[src/rtl/calc_pkg.sv]
// calc_pkg -- shared definitions for the calculator request issuer.
//   Command codes, response codes, datapath widths, the issuer FSM state
//   encoding and the packed operation record stored in the operation FIFO.
package calc_pkg;

   localparam int CMD_W  = 4;
   localparam int DATA_W = 32;
   localparam int RESP_W = 2;

   localparam logic [0:CMD_W-1] CMD_NOP = 4'd0;
   localparam logic [0:CMD_W-1] CMD_ADD = 4'd1;
   localparam logic [0:CMD_W-1] CMD_SUB = 4'd2;
   localparam logic [0:CMD_W-1] CMD_SHL = 4'd5;
   localparam logic [0:CMD_W-1] CMD_SHR = 4'd6;

   localparam logic [0:RESP_W-1] RESP_NONE = 2'd0;
   localparam logic [0:RESP_W-1] RESP_OK   = 2'd1;
   localparam logic [0:RESP_W-1] RESP_OVF  = 2'd2;
   localparam logic [0:RESP_W-1] RESP_INV  = 2'd3;

   typedef enum logic [1:0] {
      ST_IDLE  = 2'd0,
      ST_SEND1 = 2'd1,
      ST_SEND2 = 2'd2,
      ST_WAIT  = 2'd3
   } state_t;

   typedef struct packed {
      logic [0:CMD_W-1]  cmd;
      logic [0:DATA_W-1] data1;
      logic [0:DATA_W-1] data2;
   } op_t;

endpackage

[src/rtl/calc_req_fifo.sv]
// calc_req_fifo -- operation queue in front of the request issuer.
//   clk, reset         : clock, synchronous active-high reset (empties queue)
//   push, wr_*         : enqueue request and entry (ignored when full)
//   pop, rd_*          : dequeue request and head entry (head valid when !empty)
//   full, empty        : occupancy flags, derived from registered state only
// DEPTH must be a power of two so the pointers wrap by natural overflow.
module calc_req_fifo
   import calc_pkg::*;
#(
   parameter int DEPTH = 4
) (
   input  logic              clk,
   input  logic              reset,
   input  logic              push,
   input  logic [0:CMD_W-1]  wr_cmd,
   input  logic [0:DATA_W-1] wr_data1,
   input  logic [0:DATA_W-1] wr_data2,
   input  logic              pop,
   output logic [0:CMD_W-1]  rd_cmd,
   output logic [0:DATA_W-1] rd_data1,
   output logic [0:DATA_W-1] rd_data2,
   output logic              full,
   output logic              empty
);

   localparam int PTR_W = $clog2(DEPTH);

   logic [PTR_W-1:0] wr_ptr_q, wr_ptr_d;
   logic [PTR_W-1:0] rd_ptr_q, rd_ptr_d;
   logic [PTR_W:0]   count_q, count_d;
   op_t              mem_q [DEPTH];
   logic             push_en, pop_en;

   assign full    = (count_q == (PTR_W+1)'(DEPTH));
   assign empty   = (count_q == '0);
   assign push_en = push && !full;
   assign pop_en  = pop && !empty;

   assign rd_cmd   = mem_q[rd_ptr_q].cmd;
   assign rd_data1 = mem_q[rd_ptr_q].data1;
   assign rd_data2 = mem_q[rd_ptr_q].data2;

   always_comb begin
      wr_ptr_d = wr_ptr_q;
      rd_ptr_d = rd_ptr_q;
      count_d  = count_q;
      if (push_en) wr_ptr_d = wr_ptr_q + PTR_W'(1);
      if (pop_en)  rd_ptr_d = rd_ptr_q + PTR_W'(1);
      case ({push_en, pop_en})
         2'b10:   count_d = count_q + (PTR_W+1)'(1);
         2'b01:   count_d = count_q - (PTR_W+1)'(1);
         default: count_d = count_q;
      endcase
   end

   always_ff @(posedge clk) begin
      if (reset) begin
         wr_ptr_q <= '0;
         rd_ptr_q <= '0;
         count_q  <= '0;
      end else begin
         wr_ptr_q <= wr_ptr_d;
         rd_ptr_q <= rd_ptr_d;
         count_q  <= count_d;
      end
   end

   // Storage carries no reset; stale entries are unreachable once pointers clear.
   always_ff @(posedge clk) begin
      if (push_en) begin
         mem_q[wr_ptr_q] <= '{cmd: wr_cmd, data1: wr_data1, data2: wr_data2};
      end
   end

endmodule

[src/rtl/calc_req_issuer.sv]
// calc_req_issuer -- queues calculator operations and issues them one at a
// time on a single calculator port, returning each result as a strobe.
//   a_clk, reset             : clock, synchronous active-high reset
//   op_valid/op_ready/op_*   : upstream operation handshake (cmd, data1, data2)
//   req_cmd_out/req_data_out : registered drive of the calculator port
//   out_resp/out_data        : calculator response code and result
//   res_valid/res_*          : one-cycle result strobe with echoed command
//   busy                     : FSM active or operations queued
//   timeout_err              : one-cycle pulse when a response never arrived
// Optional feature: define CALC_REQ_TIMEOUT_EN to bound the response wait to
// TIMEOUT_CYCLES; otherwise WAIT persists until a response and timeout_err is 0.
module calc_req_issuer
   import calc_pkg::*;
#(
   parameter int FIFO_DEPTH     = 4,
   parameter int TIMEOUT_CYCLES = 64
) (
   input  logic        a_clk,
   input  logic        reset,
   input  logic        op_valid,
   output logic        op_ready,
   input  logic [0:3]  op_cmd,
   input  logic [0:31] op_data1,
   input  logic [0:31] op_data2,
   output logic [0:3]  req_cmd_out,
   output logic [0:31] req_data_out,
   input  logic [0:1]  out_resp,
   input  logic [0:31] out_data,
   output logic        res_valid,
   output logic [0:3]  res_cmd,
   output logic [0:1]  res_resp,
   output logic [0:31] res_data,
   output logic        busy,
   output logic        timeout_err
);

   if (FIFO_DEPTH < 2 || (FIFO_DEPTH & (FIFO_DEPTH - 1)) != 0) begin : g_bad_depth
      $error("calc_req_issuer: FIFO_DEPTH must be a power of two >= 2");
   end
   if (TIMEOUT_CYCLES < 1) begin : g_bad_timeout
      $error("calc_req_issuer: TIMEOUT_CYCLES must be >= 1");
   end

   state_t            state_q, state_d;
   logic [0:CMD_W-1]  cur_cmd_q, cur_cmd_d;
   logic [0:DATA_W-1] cur_data2_q, cur_data2_d;
   logic [0:CMD_W-1]  req_cmd_q, req_cmd_d;
   logic [0:DATA_W-1] req_data_q, req_data_d;
   logic              res_valid_q, res_valid_d;
   logic [0:CMD_W-1]  res_cmd_q, res_cmd_d;
   logic [0:RESP_W-1] res_resp_q, res_resp_d;
   logic [0:DATA_W-1] res_data_q, res_data_d;

   logic              fifo_full, fifo_empty, fifo_pop, fifo_push;
   logic [0:CMD_W-1]  head_cmd;
   logic [0:DATA_W-1] head_data1, head_data2;

`ifdef CALC_REQ_TIMEOUT_EN
   localparam int CNT_W = $clog2(TIMEOUT_CYCLES + 1);
   logic [CNT_W-1:0] wait_cnt_q, wait_cnt_d;
   logic             timeout_q, timeout_d;
`endif

   assign op_ready  = !fifo_full;
   assign fifo_push = op_valid && !fifo_full;

   calc_req_fifo #(
      .DEPTH (FIFO_DEPTH)
   ) u_fifo (
      .clk      (a_clk),
      .reset    (reset),
      .push     (fifo_push),
      .wr_cmd   (op_cmd),
      .wr_data1 (op_data1),
      .wr_data2 (op_data2),
      .pop      (fifo_pop),
      .rd_cmd   (head_cmd),
      .rd_data1 (head_data1),
      .rd_data2 (head_data2),
      .full     (fifo_full),
      .empty    (fifo_empty)
   );

   // Port drive is computed for the state being entered, so the registered
   // pins line up with the state the FSM is in after the edge.
   always_comb begin
      state_d     = state_q;
      cur_cmd_d   = cur_cmd_q;
      cur_data2_d = cur_data2_q;
      fifo_pop    = 1'b0;
      req_cmd_d   = CMD_NOP;
      req_data_d  = '0;
      res_valid_d = 1'b0;
      res_cmd_d   = res_cmd_q;
      res_resp_d  = res_resp_q;
      res_data_d  = res_data_q;
`ifdef CALC_REQ_TIMEOUT_EN
      wait_cnt_d  = wait_cnt_q;
      timeout_d   = 1'b0;
`endif
      case (state_q)
         ST_IDLE: begin
            if (!fifo_empty) begin
               fifo_pop    = 1'b1;
               cur_cmd_d   = head_cmd;
               cur_data2_d = head_data2;
               req_cmd_d   = head_cmd;
               req_data_d  = head_data1;
               state_d     = ST_SEND1;
            end
         end
         ST_SEND1: begin
            req_data_d = cur_data2_q;
            state_d    = ST_SEND2;
         end
         ST_SEND2: begin
`ifdef CALC_REQ_TIMEOUT_EN
            wait_cnt_d = '0;
`endif
            state_d = ST_WAIT;
         end
         ST_WAIT: begin
            if (out_resp != RESP_NONE) begin
               res_valid_d = 1'b1;
               res_cmd_d   = cur_cmd_q;
               res_resp_d  = out_resp;
               res_data_d  = out_data;
               state_d     = ST_IDLE;
`ifdef CALC_REQ_TIMEOUT_EN
            end else if (wait_cnt_q == CNT_W'(TIMEOUT_CYCLES - 1)) begin
               // Report the abandoned op with an empty response.
               timeout_d   = 1'b1;
               res_valid_d = 1'b1;
               res_cmd_d   = cur_cmd_q;
               res_resp_d  = RESP_NONE;
               res_data_d  = '0;
               state_d     = ST_IDLE;
            end else begin
               wait_cnt_d = wait_cnt_q + CNT_W'(1);
`endif
            end
         end
         default: state_d = ST_IDLE;
      endcase
   end

   always_ff @(posedge a_clk) begin
      if (reset) begin
         state_q     <= ST_IDLE;
         req_cmd_q   <= '0;
         req_data_q  <= '0;
         res_valid_q <= 1'b0;
         res_cmd_q   <= '0;
         res_resp_q  <= '0;
         res_data_q  <= '0;
      end else begin
         state_q     <= state_d;
         req_cmd_q   <= req_cmd_d;
         req_data_q  <= req_data_d;
         res_valid_q <= res_valid_d;
         res_cmd_q   <= res_cmd_d;
         res_resp_q  <= res_resp_d;
         res_data_q  <= res_data_d;
      end
   end

   // In-flight operation fields; only read after being loaded from the FIFO.
   always_ff @(posedge a_clk) begin
      cur_cmd_q   <= cur_cmd_d;
      cur_data2_q <= cur_data2_d;
   end

`ifdef CALC_REQ_TIMEOUT_EN
   always_ff @(posedge a_clk) begin
      if (reset) begin
         wait_cnt_q <= '0;
         timeout_q  <= 1'b0;
      end else begin
         wait_cnt_q <= wait_cnt_d;
         timeout_q  <= timeout_d;
      end
   end
   assign timeout_err = timeout_q;
`else
   assign timeout_err = 1'b0;
`endif

   assign req_cmd_out  = req_cmd_q;
   assign req_data_out = req_data_q;
   assign res_valid    = res_valid_q;
   assign res_cmd      = res_cmd_q;
   assign res_resp     = res_resp_q;
   assign res_data     = res_data_q;
   assign busy         = (state_q != ST_IDLE) || !fifo_empty;

endmodule
[config.mk]
export PLATFORM = sky130hd
export DESIGN_NAME = calc_req_issuer
export DESIGN_NICKNAME = d
export VERILOG_FILES = /design/src/rtl/calc_pkg.sv /design/src/rtl/calc_req_fifo.sv /design/src/rtl/calc_req_issuer.sv
export SDC_FILE = /design/constraint.sdc
export NUM_CORES = 1
export LEC_CHECK = 0
export BUFFER_PORTS_ARGS = -buffer_cell sky130_fd_sc_hd__buf_4
export CAP_MARGIN = 10
export CORE_AREA = 2 2 155 187
export CTS_BUF_LIST = sky130_fd_sc_hd__clkbuf_16
export DETAILED_ROUTE_END_ITERATION = 12
export DIE_AREA = 0 0 157 189
export GPL_TIMING_DRIVEN = 0
export MAX_ROUTING_LAYER = met4
export PLACE_DENSITY = 0.73
export SYNTH_ARGS = -nofsm -noshare
export SYNTH_HDL_FRONTEND = slang
export SYNTH_SLANG_ARGS = --single-unit
[constraint.sdc]
create_clock -name a_clk -period 3.05 [get_ports a_clk]
set_input_delay 0.4575 -clock a_clk [delete_from_list [all_inputs] [get_ports a_clk]]
set_output_delay 0.4575 -clock a_clk [all_outputs]
set_load 0.005 [all_outputs]
-- Word level (Yosys, flattened, before mapping)
Memories as Yosys holds them, arrays and structs flattened. A register that Yosys moved wholly into a read port is not among the register bits.
Cells that the tools add are included.
- memories kept: 1
- register bits after elaboration: 120
- RAM bits: 272
- word-level logic and storage cells: 57
- output and inout port bits: 78
- $add $sub $neg: 4
- bitwise operators: 3
- equal/unequal tests: 8
- reductions and logical operators: 16
- multiplexer cells: 13
- memories (memory ; depth ; bits a word ; rd ports ; clocked after memory_dff ; wr ports ; RTL line ; text):
    u_fifo.mem_q ; 4 ; 68 ; 1 ; 1 ; 1 ; calc_req_fifo.sv:31 ; op_t mem_q [DEPTH];
- operators with widths (kind ; count):
    $pmux 32 s2 ; 1
    $mux 32 ; 1
    $mux 2 ; 4
    $pmux 2 s4 ; 1
    $eq 2x2->1 const B ; 3
    $pmux 3 s2 ; 1
    $reduce_and 2->1 ; 3
    $reduce_bool 2->1 ; 3
    $mux 1 ; 5
    $add 2x1->2 const B ; 2
    $eq 2x1->1 const B ; 2
    $ne 2x2->1 const B ; 2
    $add 3x1->3 const B ; 1
    $eq 3x3->1 const B ; 1
    $logic_and 1x1->1 ; 3
    $logic_not 3->1 ; 1
    $not 1->1 ; 3
    $reduce_or 3->1 ; 1
    $sub 3x1->3 const B ; 1
    $logic_not 1->1 ; 2
    $logic_not 2->1 ; 1
    $reduce_or 2->1 ; 1
    $logic_or 1x1->1 ; 1

-- Logic depth before layout (Yosys ltp)
- word-level depth: 6
- depth in mapped cells: 10
- depth with buffers taken out: 10

-- By module
Synthesis repeated with hierarchy kept, for this count alone.
- cell total of the unflattened synthesis: 755
- area, all modules: 14129.8 µm²
- modules (own cells, without submodules) (module ; times used ; area an instance (µm²) ; cells each):
    calc_req_fifo ; 1 ; 10306.1 ; 410
    calc_req_issuer ; 1 ; 3823.7 ; 345

-- Worst setup path after synthesis
Ideal clock, no wire load.
- path kind: reg2reg
- start point: register state_q[0]
- end point: register u_fifo.count_q[2]
- cell stages (with the launch flop): 11
- library setup time: 71 ps
- slack: 199 ps
- arrival: 2780 ps
- path through: dfxtp_1 > inv_1 > ha_1 > o31ai_2 > inv_1 > ha_1 > inv_1 > fa_1 > xor2_1 > or3_1 > a21oi_1
- longest elaborated chain between the ends: 5
- elaborated cells between the ends (all ways): 7
- those cells by class: eq/ne: 2; mux: 2; reduce/logical: 3
- ends and longest elaborated chain (what ; RTL line ; text):
    from (decl) ; calc_req_issuer.sv:44 ; state_t state_q, state_d;
    from (signal assigned) ; calc_req_issuer.sv:157 ; state_q <= state_d;
    $logic_not 2->1 (*) ; calc_req_issuer.sv:101 ; case (state_q)
    $mux 1 (*) ; calc_req_issuer.sv:101 ;
    net fifo_pop ; calc_req_issuer.sv:54 ; logic fifo_full, fifo_empty, fifo_pop, fifo_push;
    $logic_and 1x1->1 (*) ; calc_req_fifo.sv:37 ; assign pop_en = pop && !empty;
    $eq 2x1->1 / $eq 2x2->1 (equally long branches) ; calc_req_fifo.sv:49 ; case ({push_en, pop_en})
    $pmux 3 s2 / $reduce_bool 2->1 (equally long branches) ; - ;
    to (signal assigned) ; calc_req_fifo.sv:64 ; count_q <= count_d;
    to (decl) ; calc_req_fifo.sv:30 ; logic [PTR_W:0] count_q, count_d;
Mark *: on every way through the listed nets, which the timed path passes. The rest lies on a longest branch.
A chain may end at the register's enable or synchronous reset.

-- Worst setup path in the final report
Same ends and word-level chain as after synthesis.

==> results.yml <==
logic_synthesis:
  synth_compound_area_share_pct: 4.070
  synth_seq_area_share_pct: 78.60
  synthesis.instances: 714
  ys_ff_latch: 394
  synthAdderAreaFrac_pct: 0.9502
  synth-edff-count: 308
  syn_area_per_cell_sq_um: 19.55
  synth.cell_area_sq_um: 13960
  yosys_warnings: 0
  synthArstFlopShare_pct: 0
  synth-simple-area-share_pct: 3.129
  yosysUniqueCellTypes: 36
  synth_xor_area_share_pct: 0.2510
  synth_mux_area_share_pct: 11.04
  synth.net_count: 829
  ys.flop_type: "edfxtp_1"
  synth_top_family_by_area: "multiplexers"
critical_path:
  timing.rr.end: "u_fifo.count_q[2]$_SDFFE_PP0P_"
  crit_chain: "inv_1 -> ha_1 -> o31ai_2 -> inv_2 -> buf_12 -> ha_1 -> inv_1 -> fa_1 -> xor2_1 -> or3_1 -> a21oi_1"
  slowest_delay_ns: 0.38
  crit_family: "adder cells"
  critical_path.max_fanout: 26
  end_kind: "register"
  worst_path_max_delay_cell: "fa_1"
  critPathArrivalTime_ns: 3.19
  path_depth: 11
  critPathLaunch: "state_q[0]$_SDFFE_PP0P_"
  cp.buffers_inverters: 4
  r2r-start: "state_q[0]$_SDFFE_PP0P_"
  cp.required_ns: 3.48
  startpoint_type: "register"
  r2r_setup_slack_ns: 0.29
  critPathCapture: "u_fifo.count_q[2]$_SDFFE_PP0P_"
  reg2reg_depth: 11
  crit_type: "reg2reg"
clock_tree:
  clock_latency_ns: 0.51
  tritoncts: "yes"
  cts_root_buf: "clkbuf_16"
  hold_buffers: 0
  postCtsSetupBuffers: 0
  cts_buffer_depth: 3
  clock_sinks: 394
  cts_resized: 0
  cts_buffers: 38
  htree_levels: 2
  path_clk_slew_ns: 0.06
timing:
  clock_skew_ns: 0.01978
  worst_slew_pin_slew_ns: 0.7065
  period_minus_slack_ns: 2.762
  finalCritPeriodShare_pct: 90.57
  hold_viol: 0
  maxSlewHeadroom_pct: 52.90
  setup_viol: 0
  rsz0062_at_grt: "no"
  fmax_ghz: 0.3620
  tns_ns: 0
  slew_viol_final: 0
outcome:
  status: "finished, final reports clean"
floorplanning:
  start_util_pct: 50.30
  row_count: 67
  io_pins: 183
  die_h_um: 189
  die_area_sq_um: 29670
  die_w_um: 157
  core-area_sq_um: 27750
layout:
  drive_gt1_share_pct: 35.06
  final_nets: 1053
  num-fill-cells: 2003
  final_area_sq_um: 17110
  synthToLayoutAreaGrowth_pct: 22.60
global_routing:
  grt_usage_pct: 18.66
  grt_use_met3_pct: 4.349
  met1_usage_pct: 21.67
  grt_pass1_vias: 7205
  grt_pass1_wl_mm: 40.16
  grt_remaining_overflow: 0
  antenna_found_initial: 1
  grt-busiest-layer: "met2"
  grt_max_degree: 37
  grtUsageMet2_pct: 32.78
placement:
  place.gp.congestion: 0.7240
  place_area_sq_um: 15930
  port_buffers: 179
  dp_hpwl_mm: 16.87
route:
  via_per_inst: 5.155
  wl_mm: 26.89
  drc: 0
  dr.pass1.iters: 4
  vias: 6944
  wl_per_cell_um: 19.96
  drt_iter0_drc: 399
  drtAntennaViolNets: 0
power_and_ir_drop:
  vdd_drop_max_uv: 419.3
  power_density_nw_per_um2: 835.6
  leakage_nw: 6.039
hold_path:
  min_from: "op_data2[0]"
  hold_class: "in2reg"
run:
  maxCapViolations: 0
## where the power goes
group          switching, mW  internal, mW  total (mW)  leakage [nW]
logic                   1.45          1.35        2.80          1.88
registers              0.265          6.82        7.09          3.53
clock network           1.84          2.57        4.41         0.620
## through the flow
step	cells	worst slack [ns]	hold WS, ns	power (mW)	utilization, %
after floorplan	714	0.1987	0.4355	8.827	-
after global routing	1347	0.1219	0.1180	14.93	61.67
after global placement	1272	-1.250	0.4426	9.974	56.85
final	1347	0.2876	0.1410	14.30	61.67
after detailed placement	1277	0.2624	0.4472	10.08	57.39
after CTS	1346	0.2648	0.1201	14.50	61.66
## sequential cells by signal (all words and copies together), names as in the netlist, named ones only
signal and flops:
u_fifo.mem_q 272, cur_data2_q 32, req_data_out 32, res_data 32
cur_cmd_q 4, req_cmd_out 4, res_cmd 4, u_fifo.count_q 3
res_resp 2, state_q 2, u_fifo.rd_ptr_q 2, u_fifo.wr_ptr_q 2
res_valid 1
## layer usage
metal  routed length, um  part of all wire [%]
met5                   0                     0
met4                 418                   1.6
met3                1755                   6.5
met2               14200                    53
met1               10510                    39
## worst register-to-register path: stages, from the launching register on
cell,delay [ns]
dfxtp_1,0.34
inv_1,0.09
ha_1,0.25
o31ai_2,0.14
inv_2,0.32
buf_12,0.28
ha_1,0.22
inv_1,0.06
fa_1,0.38
xor2_1,0.18
or3_1,0.31
a21oi_1,0.13
## logic make-up (layout without fill, tap and decap cells)
group	after synthesis	count (layout)
AOI/OAI and AO/OA	84	84
xor gates and xnor gates	4	4
adders and majority gates	10	10
buffers and inverters	48	301
DFF	394	394
muxes	69	69
other	1	2
and+or+nand+nor	104	104
## how the worst min path moves through the flow
stage,to,slack (ns),depth (start not counted)
floorplan,req_data_out[1]$_SDFF_PP0_,0.44,1
global placement,res_data[7]$_SDFFE_PP0P_,0.44,2
detailed placement,res_data[5]$_SDFFE_PP0P_,0.45,2
CTS,u_fifo.mem_q[1][66]$_DFFE_PP_,0.12,1
global route,u_fifo.mem_q[3][1]$_DFFE_PP_,0.12,1
finish,u_fifo.mem_q[2][31]$_DFFE_PP_,0.14,1
## cells in the mapped netlist (4+ instances only)
cell | count | area share (%)
edfxtp_1 | 308 | 66
dfxtp_1 | 86 | 12
nand2_1 | 78 | 2.1
mux4_2 | 68 | 11
a21oi_1 | 42 | 1.5
a22o_1 | 32 | 2.0
buf_2 | 20 | 0.72
clkbuf_1 | 9 | 0.24
ha_1 | 9 | 0.81
buf_6 | 8 | 0.65
inv_1 | 8 | 0.22
nor2_1 | 8 | 0.22
and2_1 | 4 | 0.18
and3_1 | 4 | 0.18
xor2_1 | 4 | 0.25
## final cells by class
| class | instances | area (sq um) | area share (%) |
|---|---|---|---|
| well taps | 379 | 474.2 | 2.771 |
| repair buffers | 184 | 1474 | 8.614 |
| plain buffers | 40 | 239.0 | 1.397 |
| flip-flops and latches | 394 | 10970 | 64.11 |
| clock buffers | 39 | 975.9 | 5.703 |
| multi-input cells | 272 | 2738 | 16.00 |
| inverters | 8 | 30.03 | 0.1755 |
| diodes | 1 | 2.502 | 0.01462 |
| clock inverters | 30 | 207.7 | 1.214 |
## cells in the final DEF, fill, tap and decap left out, drive strengths merged, types with 2 or more instances in the layout
cell      n
o21ai     2
o21a      2
nand2b    2
nor2      9
nand2    78
clkinv   14
edfxtp  308
mux4     68
dfxtp    86
ha        9
xor2      4
a22o     32
inv      20
a21oi    43
bufinv    3
and3      4
buf     215
nand3     2
or3b      2
and2      4
clkbuf   48
a21o      2
(Power assumes the default switching activity.)
